<file path="src/rtl/dot_product_accumulator_pkg.sv">
// Shared widths, FSM encoding and the full-adder cell
// used by the dot-product accumulator.
package dot_product_accumulator_pkg;

  localparam int PROD_W = 12;
  localparam int ACC_W  = 16;
  localparam int CNT_W  = 4;

  typedef enum logic [1:0] {
    IDLE  = 2'd0,
    ACCUM = 2'd1,
    HOLD  = 2'd2
  } state_e;

  // {carry, sum} of one full-adder cell
  function automatic logic [1:0] full_add(
    input logic a,
    input logic b,
    input logic ci
  );
    return {(a & b) | (ci & (a ^ b)), a ^ b ^ ci};
  endfunction

endpackage

</file>
<file path="src/rtl/dot_product_accumulator_adder.sv">
// Ripple-carry adder built from full-adder cells, carry-in tied low.
// W defaults to the accumulator width; the carry out feeds the overflow flag.
module adder_16bit
  import dot_product_accumulator_pkg::*;
#(
  parameter int W = ACC_W
) (
  input  logic [W-1:0] a,
  input  logic [W-1:0] b,
  output logic [W-1:0] sum,
  output logic         cout
);

  logic [W:0] c;

  always_comb begin
    c    = '0;
    sum  = '0;
    for (int i = 0; i < W; i++) begin
      {c[i+1], sum[i]} = full_add(a[i], b[i], c[i]);
    end
    cout = c[W];
  end

endmodule

</file>
<file path="src/rtl/dot_product_accumulator.sv">
// Sums N_TERMS unsigned products, then holds the result
// until the consumer takes it.
module dot_product_accumulator
  import dot_product_accumulator_pkg::*;
#(
  parameter int N_TERMS   = 4,
  parameter int ACC_WIDTH = ACC_W
) (
  input  logic                 clk,
  input  logic                 rst,
  input  logic                 start,
  input  logic                 prod_valid,
  input  logic [PROD_W-1:0]    prod,
  output logic                 prod_ready,
  output logic [ACC_WIDTH-1:0] acc_out,
  output logic                 ovf,
  output logic                 out_valid,
  input  logic                 out_ready
);

  localparam logic [CNT_W-1:0] LAST = CNT_W'(N_TERMS);
  localparam logic [CNT_W-1:0] ONE  = CNT_W'(1);

  state_e               state_q, state_d;
  logic [ACC_WIDTH-1:0] acc_q, acc_d, sum;
  logic [CNT_W-1:0]     cnt_q, cnt_d;
  logic                 ovf_q, ovf_d;
  logic                 out_valid_q, out_valid_d;
  logic                 cout;
  logic                 take;

  // a restart request blocks the product offered alongside it
  assign prod_ready = (state_q == ACCUM) && !start;
  assign take       = prod_ready && prod_valid;

  adder_16bit #(.W(ACC_WIDTH)) u_add (
    .a    (acc_q),
    .b    (ACC_WIDTH'(prod)),
    .sum  (sum),
    .cout (cout)
  );

  always_comb begin
    state_d = state_q;
    acc_d   = acc_q;
    cnt_d   = cnt_q;
    ovf_d   = ovf_q;
    unique case (state_q)
      IDLE: begin
        if (start) begin
          state_d = ACCUM;
          acc_d   = '0;
          cnt_d   = '0;
          ovf_d   = 1'b0;
        end
      end
      ACCUM: begin
        if (start) begin
          acc_d = '0;
          cnt_d = '0;
          ovf_d = 1'b0;
        end else if (take) begin
          acc_d = sum;
          ovf_d = ovf_q | cout;
          cnt_d = cnt_q + ONE;
          if (cnt_d == LAST) state_d = HOLD;
        end
      end
      HOLD: begin
        if (out_ready) state_d = IDLE;
      end
      default: state_d = IDLE;
    endcase
    out_valid_d = (state_d == HOLD);
  end

  always_ff @(posedge clk or posedge rst) begin
    if (rst) begin
      state_q     <= IDLE;
      acc_q       <= '0;
      cnt_q       <= '0;
      ovf_q       <= 1'b0;
      out_valid_q <= 1'b0;
    end else begin
      state_q     <= state_d;
      acc_q       <= acc_d;
      cnt_q       <= cnt_d;
      ovf_q       <= ovf_d;
      out_valid_q <= out_valid_d;
    end
  end

  assign acc_out   = acc_q;
  assign ovf       = ovf_q;
  assign out_valid = out_valid_q;

endmodule

</file>
<file path="config.mk">
export PLATFORM = sky130hd
export DESIGN_NAME = dot_product_accumulator
export DESIGN_NICKNAME = d
export VERILOG_FILES = /design/src/rtl/dot_product_accumulator_pkg.sv /design/src/rtl/dot_product_accumulator_adder.sv /design/src/rtl/dot_product_accumulator.sv
export SDC_FILE = /design/constraint.sdc
export NUM_CORES = 1
export LEC_CHECK = 0
export ABC_CLOCK_PERIOD_IN_PS = 5500
export BUFFER_PORTS_ARGS = -buffer_cell sky130_fd_sc_hd__buf_2
export CAP_MARGIN = 5
export CORE_UTILIZATION = 47
export DETAILED_ROUTE_END_ITERATION = 16
export GPL_ROUTABILITY_DRIVEN = 0
export PLACE_DENSITY = 0.72
export SLEW_MARGIN = 30
export SYNTH_ARGS = -nofsm -noshare
export SYNTH_HDL_FRONTEND = slang
export SYNTH_SLANG_ARGS = --single-unit
</file>
<file path="constraint.sdc">
create_clock -name clk -period 5.5 [get_ports clk]
set_clock_uncertainty 0.15 [all_clocks]
set_input_delay 1.1 -clock clk [delete_from_list [all_inputs] [get_ports clk]]
set_output_delay 1.1 -clock clk [all_outputs]
set_load 0.01 [all_outputs]
</file>
==> qor.yml, run 1 <==
finish:
  nNetsFinal: 198
  drive_gt1_frac: 0.426
  fin_area_mm2: 0.00174
  instances_no_fill: 193
  diodes: 0
  area_growth_syn_to_layout_pct: 25.2
cts:
  clk_latency_ns: 0.32
  h-tree-depth: 1
  cts.sinks: 24
  cts_tree: "yes"
  root_buffer: "clkbuf_4"
  cts_buffers: 3
  clockBufferDepth: 2
  path_clk_slew_ns: 0.15
  hold_buffers: 0
drt:
  via_per_inst: 5.32
  wirelength_um: 2760
  firstDrtPassIters: 4
  wl_per_cell_um: 14.3
  drtAntennaViolNets: 0
  num_vias: 1026
  drcViolationCount: 0
  drt_iter0_drc: 22
placed_design:
  post-place-ws_ns: -0.560
  place_inst: 189
  port_buffers: 35
  placed_area_mm2: 0.00160
  dp_hpwl_um: 1910
synthesis:
  synth_edf_count: 0
  synth_ff_type: "dfrtp_1"
  synth_area_mm2: 0.00139
  syn-mean-instance-area_um2: 10.8
  syn_nets: 163
  ys_seq_area_frac: 0.433
  ys_top_cells_by_count: "inv_1, dfrtp_1, o21ai_0"
  synth.distinct_cells: 28
  synth_area_leader_cell: "dfrtp_1"
  ys_ff_latch: 24
  synth_top_area_share: 0.433
  yosysMostFrequentCell: "inv_1"
  synth_area_leaders: "dfrtp_1, fa_1, inv_1"
  ys_warn_count: 0
  synthCells: 128
  async_reset_ff_frac: 1.00
setup_path:
  arrival_ns: 5.80
  end_kind: "register"
  crit_fanout: 1
  critical_path_class: "in -> reg"
  cp_slowest_cell: "fa_2"
  critPathLaunchType: "primary input"
  crit_top_cell: "fa_2"
  cp_slowest_stage_delay_ns: 0.37
  path_cells: "buf_6, ha_4, inv_2, fa_2, fa_2, fa_2, fa_2, fa_2, fa_2, fa_2, inv_2, fa_2, inv_2, fa_2, fa_2, inv_2, fa_2, ha_4, ha_4, ha_4, ha_4, nor3b_2, a2bb2oi_1"
  timing.critical_path.required_ns: 5.61
sta:
  fin_crit_sh: 1.03
  finalCriticalPeriod_ns: 5.69
  fin_ws_ns: -0.189
  worst_hold_slack_ns: 0.377
  fmax_mhz: 176
  rsz0062_at_grt: "true"
  slew_violations: 0
  setup_viol: 3
  worst_pin_slew_ns: 0.746
  relSlewSlack: 0.503
  hold_viol: 0
global_routing:
  grt_usage: 0.203
  grt_pass1_wl_um: 4940
  first_global_vias: 1084
  grt-ovfl-total: 0
  grt_max_degree: 25
  antenna_found_initial: 0
power:
  power_density_mw_per_mm2: 341
  p_leak_uw: 0.000841
  peakVddDrop_mv: 0.260
worst_hold_path:
  hp-class: "reg -> reg"
floorplanning:
  dieHeight_um: 56.3
  die-area_mm2: 0.00317
  io_pins: 36
  row_count: 19
  initial_utilization: 0.499
  dieWidth_um: 56.3
  core_mm2: 0.00278
job:
  max_cap_viol_count: 0
status:
  violations: "setup timing"
  status: "finished, violations left"
## report_power, final
| group | total, uW | switching [uW] | internal [uW] |
|---|---|---|---|
| sequential | 244 | 32.6 | 212 |
| combinational | 220 | 116 | 104 |
| clock | 129 | 55.1 | 73.7 |
| total | 592 | 204 | 389 |
## critical path: cells and delay by family
| family | cells | cell delay (ns) |
|---|---|---|
| AOI/OAI and AO/OA | 1 | 0.16 |
| adders and majority gates | 16 | 4.13 |
| buffers and inverters | 5 | 0.27 |
| and+or+nand+nor | 1 | 0.14 |
## stage by stage
stage               utilization  setup TNS [ns]  total power, uW
global route              0.624          -0.768              645
floorplan                     -          -0.691              376
global placement          0.576           -1.69              440
CTS                       0.621          -0.354              599
detailed placement        0.576           -2.10              452
finish                    0.624          -0.359              592
## placed cells by master (no fill, tap or decap), types with 2 or more instances in the layout
master	instances
dfrtp_1	24
clkbuf_4	3
o31ai_2	2
a22o_1	3
o21ai_0	15
ha_4	5
o31ai_1	6
fa_2	11
inv_1	20
o21ai_1	4
inv_2	5
nand2_1	4
buf_2	34
ha_1	2
a31o_2	2
nand2_2	2
o2bb2ai_1	2
nor2_1	3
## cell families after synthesis
group | count (synthesis) | synth area share
xor gates and xnor gates | 2 | 0.0126
buffers and inverters | 30 | 0.0875
DFF | 24 | 0.433
adders and majority gates | 18 | 0.222
and+or+nand+nor | 15 | 0.0541
AOI/OAI and AO/OA | 39 | 0.191
## repair_timing
item / 4_1_cts / 5_1_grt
setup buffers: 0 / 0
cloned: 0 / 0
hold endpoints to repair: 0 / 0
pin swaps: 1 / 0
resized for setup: 14 / 3
setup endpoints to repair: 3 / 4
## layout make-up
type | count | area (um^2)
clock inverters | 1 | 30.0
clock buffers | 3 | 22.5
multi-input cells | 74 | 769
repair buffers | 35 | 181
flip-flops and latches | 24 | 601
well taps | 31 | 38.8
inverters | 25 | 93.8
fillers | 228 | 1040
## routing by layer
metal  up-vias  track usage  wire [um]
li1        496            -          -
met1       502        0.281       1210
met2        26        0.338       1420
met3         2       0.0230        108
met4         0       0.0627         22
met5         -            0          0
## worst paths after layout
check | from | depth (start not counted) | to | slack [ns]
hold / removal | cnt_q[3]$_DFFE_PP0P_ | 1 | cnt_q[3]$_DFFE_PP0P_ | 0.38
setup / recovery | prod[0] | 23 | ovf$_DFFE_PP0P_ | -0.19
min in group asynchronous | rst | 2 | cnt_q[3]$_DFFE_PP0P_ | 0.64
setup reg to reg | acc_out[0]$_DFFE_PP0P_ | 22 | ovf$_DFFE_PP0P_ | 0.22
hold reg to reg | cnt_q[3]$_DFFE_PP0P_ | 1 | cnt_q[3]$_DFFE_PP0P_ | 0.38
max in group asynchronous | rst | 2 | cnt_q[1]$_DFFE_PP0P_ | 4.20
## registers in the layout (all words and copies together), names as in the netlist
register,cells
acc_out,16
cnt_q,4
state_q,2
out_valid,1
ovf,1
No activity file was read; power rests on OpenSTA's default activity.
==> run 2, diff against run 1 <==
- CORE_UTILIZATION: 47 -> 46
- PLACE_DENSITY: 0.72 -> 0.71
- SYNTH_HIERARCHICAL: unset -> 1
==> run 2 against run 1 <==
Compared with the run above:
- the flow still finishes with violations (setup timing)
- cell count is 9.3% lower
- non-clock buffer count up 2
- first-iteration DRC count up 18%
- sequential cell count unchanged
- clock power fell by 43%
- largest cell class unchanged
- largest power group unchanged
- highest routed layer unchanged
==> qor.yml, run 2 <==
status:
  status: "finished, violations left"
  violations: "setup timing"
sta:
  worst_hold_slack_ns: 0.397  # +0.0207 ns
  setup_viol: 5  # +2
  slew_violations: 0  # unchanged
  finalCriticalPeriod_ns: 6.86  # +1.17 ns
  rsz0062_at_grt: "true"
  fin_crit_sh: 1.25  # +0.213
  relSlewSlack: 0.572  # +0.0695
  fin_ws_ns: -1.36  # -1.17 ns
  hold_viol: 0  # unchanged
  worst_pin_slew_ns: 0.642  # -0.104 ns
  setup_tns_ns: -4.34  # -3.98 ns
  fmax_mhz: 146  # -17%
worst_hold_path:
  worstHoldStart: "cnt_q[2]$_DFFE_PP0P_"
  hp-class: "reg -> reg"
finish:
  final_common_cell: "buf_2"
  layout_common_cells: "buf_2, dfrtp_1, fa_2"
  largest_reg_flops: 16  # unchanged
  area_growth_syn_to_layout_pct: 22.4
  diodes: 0  # unchanged
  finish.utilization: 0.594  # -0.0300
  drive_gt1_frac: 0.472  # +0.0463
  nNetsFinal: 181  # -8.6%
synthesis:
  synth_area_leader_cell: "dfrtp_1"
  synth_mux_area_frac: 0.00841  # +0.00841
  synth_compound_area_frac: 0.166  # -0.0248
  ys_ff_latch: 24  # unchanged
  synthAdderAreaFrac: 0.252  # +0.0305
  synth-xor-area-share: 0.0131  # +0.000460
  yosysMostFrequentCell: "dfrtp_1"
  synth_area_mm2: 0.00134  # -3.5%
  synth_edf_count: 0  # unchanged
  yosys.area_share.simple: 0.0664  # +0.0123
  synth_area_leaders: "dfrtp_1, fa_1, a22o_1"
  synthCells: 105  # -18%
  ys_seq_area_frac: 0.449  # +0.0158
  synth.distinct_cells: 27  # -3.6%
  synth_top_area_share: 0.449  # +0.0158
  ys_warn_count: 6  # +6
  synth_ff_type: "dfrtp_1"
  async_reset_ff_frac: 1.00  # unchanged
  syn-mean-instance-area_um2: 12.8  # +18%
  synth_top_family_by_area: "adder cells"
  ys_top_cells_by_count: "dfrtp_1, fa_1, o21ai_0"
drt:
  wirelength_um: 2500  # -9.5%
  drt_iter0_drc: 26  # +18%
  drtAntennaViolNets: 0  # unchanged
  firstDrtPassIters: 4  # unchanged
  via_per_inst: 5.31  # about the same
  num_vias: 930  # -9.4%
  wl_per_cell_um: 14.3  # -0.17%
  drcViolationCount: 0  # unchanged
power:
  peakVddDrop_mv: 0.213  # -18%
  cellInternalPower_uw: 326  # -16%
  power_frac_clock: 0.147  # -0.070
  comb_power_share: 0.371  # about the same
  p_leak_uw: 0.000812  # -3.5%
  power_density_mw_per_mm2: 306  # -10%
  seqPwrFrac: 0.482  # +0.070
  p_sw_uw: 175  # -14%
  p_sw_frac: 0.350  # +0.00627
global_routing:
  antenna_found_initial: 0  # unchanged
  first_global_vias: 999  # -7.8%
  grt-ovfl-total: 0  # unchanged
  grt_pass1_wl_um: 4510  # -8.8%
  grt_usage: 0.187  # -0.0165
  grt_max_degree: 25  # unchanged
setup_path:
  cp-startpoint: "prod[0]"
  r2r_setup_slack_ns: -0.92  # -1.14 ns
  arrival_ns: 6.95  # +1.15 ns
  timing.critical_path.required_ns: 5.59  # -0.02 ns
  critPathLaunchType: "primary input"
  critical_path_class: "in -> reg"
  crit_fanout: 1  # unchanged
  end_kind: "register"
  regToRegStartpoint: "acc_out[0]$_DFFE_PP0P_"
cts:
  clk_latency_ns: 0.30  # -0.02 ns
  cts_buffers: 3  # unchanged
  hold_buffers: 0  # unchanged
  post_cts_buffers: 0  # unchanged
  path_clk_slew_ns: 0.12  # -0.03 ns
  cts.sinks: 24  # unchanged
  root_buffer: "clkbuf_4"
  clockBufferDepth: 2  # unchanged
  cts_tree: "yes"
  h-tree-depth: 1  # unchanged
placed_design:
  port_buffers: 35  # unchanged
  dp_hpwl_um: 1880  # -1.7%
floorplanning:
  dieWidth_um: 56.0  # -0.68%
  initial_utilization: 0.485  # -0.0134
  dieHeight_um: 56.0  # -0.68%
  row_count: 19  # unchanged
  core_mm2: 0.00276  # -0.85%
  die-area_mm2: 0.00313  # -1.4%
  io_pins: 36  # unchanged
job:
  max_cap_viol_count: 0  # unchanged
-- run 2: through the flow --
stage,area [um^2],std cells,setup WS [ns],total power (uW)
2_1_floorplan,1380,108,-0.0214,353
3_3_place_gp,1580,172,-1.69,414
3_5_place_dp,1580,172,-1.77,426
4_1_cts,1630,175,-1.38,505
5_1_grt,1640,175,-1.51,548
6_report,1640,175,-1.36,501
-- run 2: per-layer routing --
layer	track usage	part of all wire
met2	0.291	0.46
met4	0.0767	0.012
met3	0.0349	0.056
met5	0	0
met1	0.260	0.47
-- run 2: area by class of cell --
type | instances | area, um^2
fill | 226 | 1120
timing repair buffer | 37 | 196
sequential | 24 | 601
multi-input combinational | 73 | 754
tap | 31 | 38.8
inverter | 7 | 26.3
clock buffer | 3 | 22.5
-- run 2: kinds of logic (layout without fill, tap and decap cells) --
| family | count (synthesis) | count (layout) |
|---|---|---|
| multiplexers | 1 | 1 |
| buffers and inverters | 11 | 47 |
| XOR/XNOR | 2 | 2 |
| AO/OA/AOI/OAI | 32 | 32 |
| other | 1 | 4 |
| adder cells (fa/ha/maj) | 18 | 18 |
| AND/OR/NAND/NOR | 16 | 16 |
| flip-flops | 24 | 24 |
-- run 2: worst max-delay path, stage by stage --
cell     delay (ns)
buf_6          0.09
ha_4           0.14
fa_2           0.33
fa_2           0.34
fa_2           0.35
fa_2           0.35
fa_2           0.35
fa_2           0.35
fa_2           0.36
fa_2           0.35
fa_2           0.35
fa_2           0.35
fa_2           0.35
fa_2           0.36
fa_2           0.35
fa_2           0.35
inv_2          0.07
fa_2           0.43
inv_2          0.06
nand2_2        0.04
o21ai_2        0.12
-- run 2: repair_timing --
item | 4_1_cts | 5_1_grt
pin swaps | 5 | 2
cloned | 0 | 0
setup endpoints to repair | 5 | 5
resized for setup | 7 | 3
-- run 2: final timing paths --
path / end / cells after the start
setup / recovery: acc_out[15]$_DFFE_PP0P_ / 21
hold / removal: cnt_q[2]$_DFFE_PP0P_ / 1
setup reg to reg: acc_out[15]$_DFFE_PP0P_ / 20
hold reg to reg: cnt_q[2]$_DFFE_PP0P_ / 1
max in group asynchronous: state_q[1]$_DFF_PP0_ / 2
min in group asynchronous: acc_out[14]$_DFFE_PP0P_ / 2
-- run 2: power groups by stage --
| stage | Combinational, uW | Clock [uW] | Sequential (uW) |
|---|---|---|---|
| after floorplan | 97.4 | 0 | 256 |
| after global placement | 170 | 0 | 244 |
| after detailed placement | 181 | 0 | 245 |
| after CTS | 185 | 77.7 | 243 |
| after global routing | 215 | 86.1 | 247 |
| final | 186 | 73.7 | 241 |
==> run 3, diff against run 2 <==
- CTS_CLUSTER_SIZE: unset -> 40
- SETUP_SLACK_MARGIN: unset -> 0.2
==> run 3 against run 2 <==
Compared with the run above:
- the run still ends with setup timing left
- clock power is essentially flat
- sequential cell count is the same
- non-clock buffer count is the same
- utilization is the same
- combinational power is essentially flat
- critical endpoint unchanged
- critical path depth is the same
- total power is essentially flat
- maximum frequency is essentially flat
- sequential share of layout area is the same
==> qor.yml, run 3 (synthesized netlist as in run 2, its figures left out) <==
power:
  p_leak_uw: 0.000812  # about the same
  p_total_uw: 501  # about the same
  peakVddDrop_mv: 0.213  # unchanged
  power_density_mw_per_mm2: 306  # about the same
cts:
  cts.sinks: 24  # unchanged
  hold_buffers: 0  # unchanged
  h-tree-depth: 1  # unchanged
  cts_tree: "yes"
  path_clk_slew_ns: 0.12  # about the same
  clk_latency_ns: 0.30  # about the same
  clockBufferDepth: 2  # unchanged
  cts_buffers: 3  # unchanged
  root_buffer: "clkbuf_4"
setup_path:
  end_kind: "register"
  r2r_setup_slack_ns: -0.93  # about the same
  crit_fanout: 1  # unchanged
  critPathLaunchType: "primary input"
  critical_path_class: "in -> reg"
  arrival_ns: 6.95  # about the same
  regToRegStartpoint: "acc_out[0]$_DFFE_PP0P_"
  timing.critical_path.required_ns: 5.59  # about the same
  regToRegEndpoint: "acc_out[15]$_DFFE_PP0P_"
  reg2regPathDepth: 20  # unchanged
worst_hold_path:
  hp-class: "reg -> reg"
  hold_depth: 1  # unchanged
  min_to: "cnt_q[2]$_DFFE_PP0P_"
  worstHoldStart: "cnt_q[2]$_DFFE_PP0P_"
global_routing:
  grt_max_degree: 25  # unchanged
  antenna_found_initial: 0  # unchanged
  grt_pass1_wl_um: 4510  # unchanged
  first_global_vias: 999  # unchanged
  grt-ovfl-total: 0  # unchanged
  grt_usage: 0.187  # unchanged
placed_design:
  post-place-ws_ns: -1.77  # unchanged
  dp_hpwl_um: 1880  # unchanged
  port_buffers: 35  # unchanged
  place_inst: 172  # unchanged
drt:
  wl_met1_um: 1170  # +0.17%
  wirelength_um: 2510  # +0.12%
  dr_wl_met3_um: 140  # unchanged
  drtAntennaViolNets: 0  # unchanged
  wl_met2_um: 1160  # about the same
  drt_iter0_drc: 23  # -12%
  via_per_inst: 5.30  # -0.22%
  highest_layer: "met4"
  drcViolationCount: 0  # unchanged
  wl_per_cell_um: 14.3  # +0.12%
  num_vias: 928  # -0.22%
  firstDrtPassIters: 4  # unchanged
finish:
  drive_gt1_frac: 0.472  # unchanged
  largest_reg_flops: 16  # unchanged
  nNetsFinal: 181  # unchanged
  final_common_cell: "buf_2"
  layout_common_cells: "buf_2, dfrtp_1, fa_2"
  fillers: 226  # unchanged
  area_growth_syn_to_layout_pct: 22.4  # unchanged
  diodes: 0  # unchanged
  finish.utilization: 0.594  # unchanged
  instances_no_fill: 175  # unchanged
floorplanning:
  dieWidth_um: 56.0  # unchanged
  row_count: 19  # unchanged
  die-area_mm2: 0.00313  # unchanged
  initial_utilization: 0.485  # unchanged
  io_pins: 36  # unchanged
  core_mm2: 0.00276  # unchanged
  dieHeight_um: 56.0  # unchanged
sta:
  worst_pin_slew_ns: 0.642  # -0.000279 ns
  setup_tns_ns: -4.35  # -0.0168 ns
  setup_viol: 5  # unchanged
  fin_crit_sh: 1.25  # about the same
  finalCriticalPeriod_ns: 6.86  # +0.00339 ns
  slew_violations: 0  # unchanged
  fmax_mhz: 146  # about the same
  rsz0062_at_grt: "true"
  fin_ws_ns: -1.36  # -0.00339 ns
  relSlewSlack: 0.572  # about the same
  hold_viol: 0  # unchanged
status:
  status: "finished, violations left"
  violations: "setup timing"
job:
  max_cap_viol_count: 0  # unchanged
run 3: worst max-delay path, cell delays in order:
cell and delay [ns]:
buf_6 0.09, ha_4 0.14, fa_2 0.33, fa_2 0.34
fa_2 0.35, fa_2 0.35, fa_2 0.35, fa_2 0.35
fa_2 0.36, fa_2 0.35, fa_2 0.35, fa_2 0.35
fa_2 0.35, fa_2 0.36, fa_2 0.35, fa_2 0.35
inv_2 0.07, fa_2 0.43, inv_2 0.06, nand2_2 0.04
o21ai_2 0.12
run 3: stage by stage:
| stage | cell area [um^2] | hold slack (ns) |
|---|---|---|
| finish | 1640 | 0.397 |
| floorplan | 1380 | 0.342 |
| detailed placement | 1580 | 0.375 |
| CTS | 1630 | 0.404 |
| global placement | 1580 | 0.361 |
| global route | 1640 | 0.433 |
run 3: worst max-delay path by stage:
stage / startpoint / cells past startpoint / to
finish: prod[0] / 21 / acc_out[15]$_DFFE_PP0P_
global route: prod[0] / 21 / acc_out[15]$_DFFE_PP0P_
CTS: prod[0] / 21 / acc_out[15]$_DFFE_PP0P_
detailed placement: prod[0] / 21 / acc_out[15]$_DFFE_PP0P_
global placement: prod[0] / 21 / acc_out[15]$_DFFE_PP0P_
floorplan: prod[0] / 13 / acc_out[11]$_DFFE_PP0P_
run 3: final cells by class:
type	instances	area, um^2	area share
clock buffers	3	22.5	0.0137
well taps	31	38.8	0.0237
inverters	7	26.3	0.0160
multi-input cells	73	754	0.460
repair buffers	37	196	0.120
flip-flops and latches	24	601	0.366
run 3: metal layers:
layer | global-route usage | vias up
met5 | 0 | -
met4 | 0.0767 | 0
met3 | 0.0349 | 4
met2 | 0.291 | 30
met1 | 0.260 | 456
li1 | - | 438
run 3: timing repair:
item | 4_1_cts | 5_1_grt
endpoints found under the setup margin | 6 | 6
buffers inserted | 0 | 0
resized for setup | 7 | 3
pin swaps | 6 | 2
endpoints found under the hold margin | 0 | 0
run 3: where the power goes:
part	switching [uW]	total [uW]	leakage [uW]	internal, uW
Clock	48.2	73.7	0.0000138	25.6
Combinational	92.8	186	0.000483	93.1
Sequential	34.5	241	0.000315	207
Total	175	501	0.000812	326
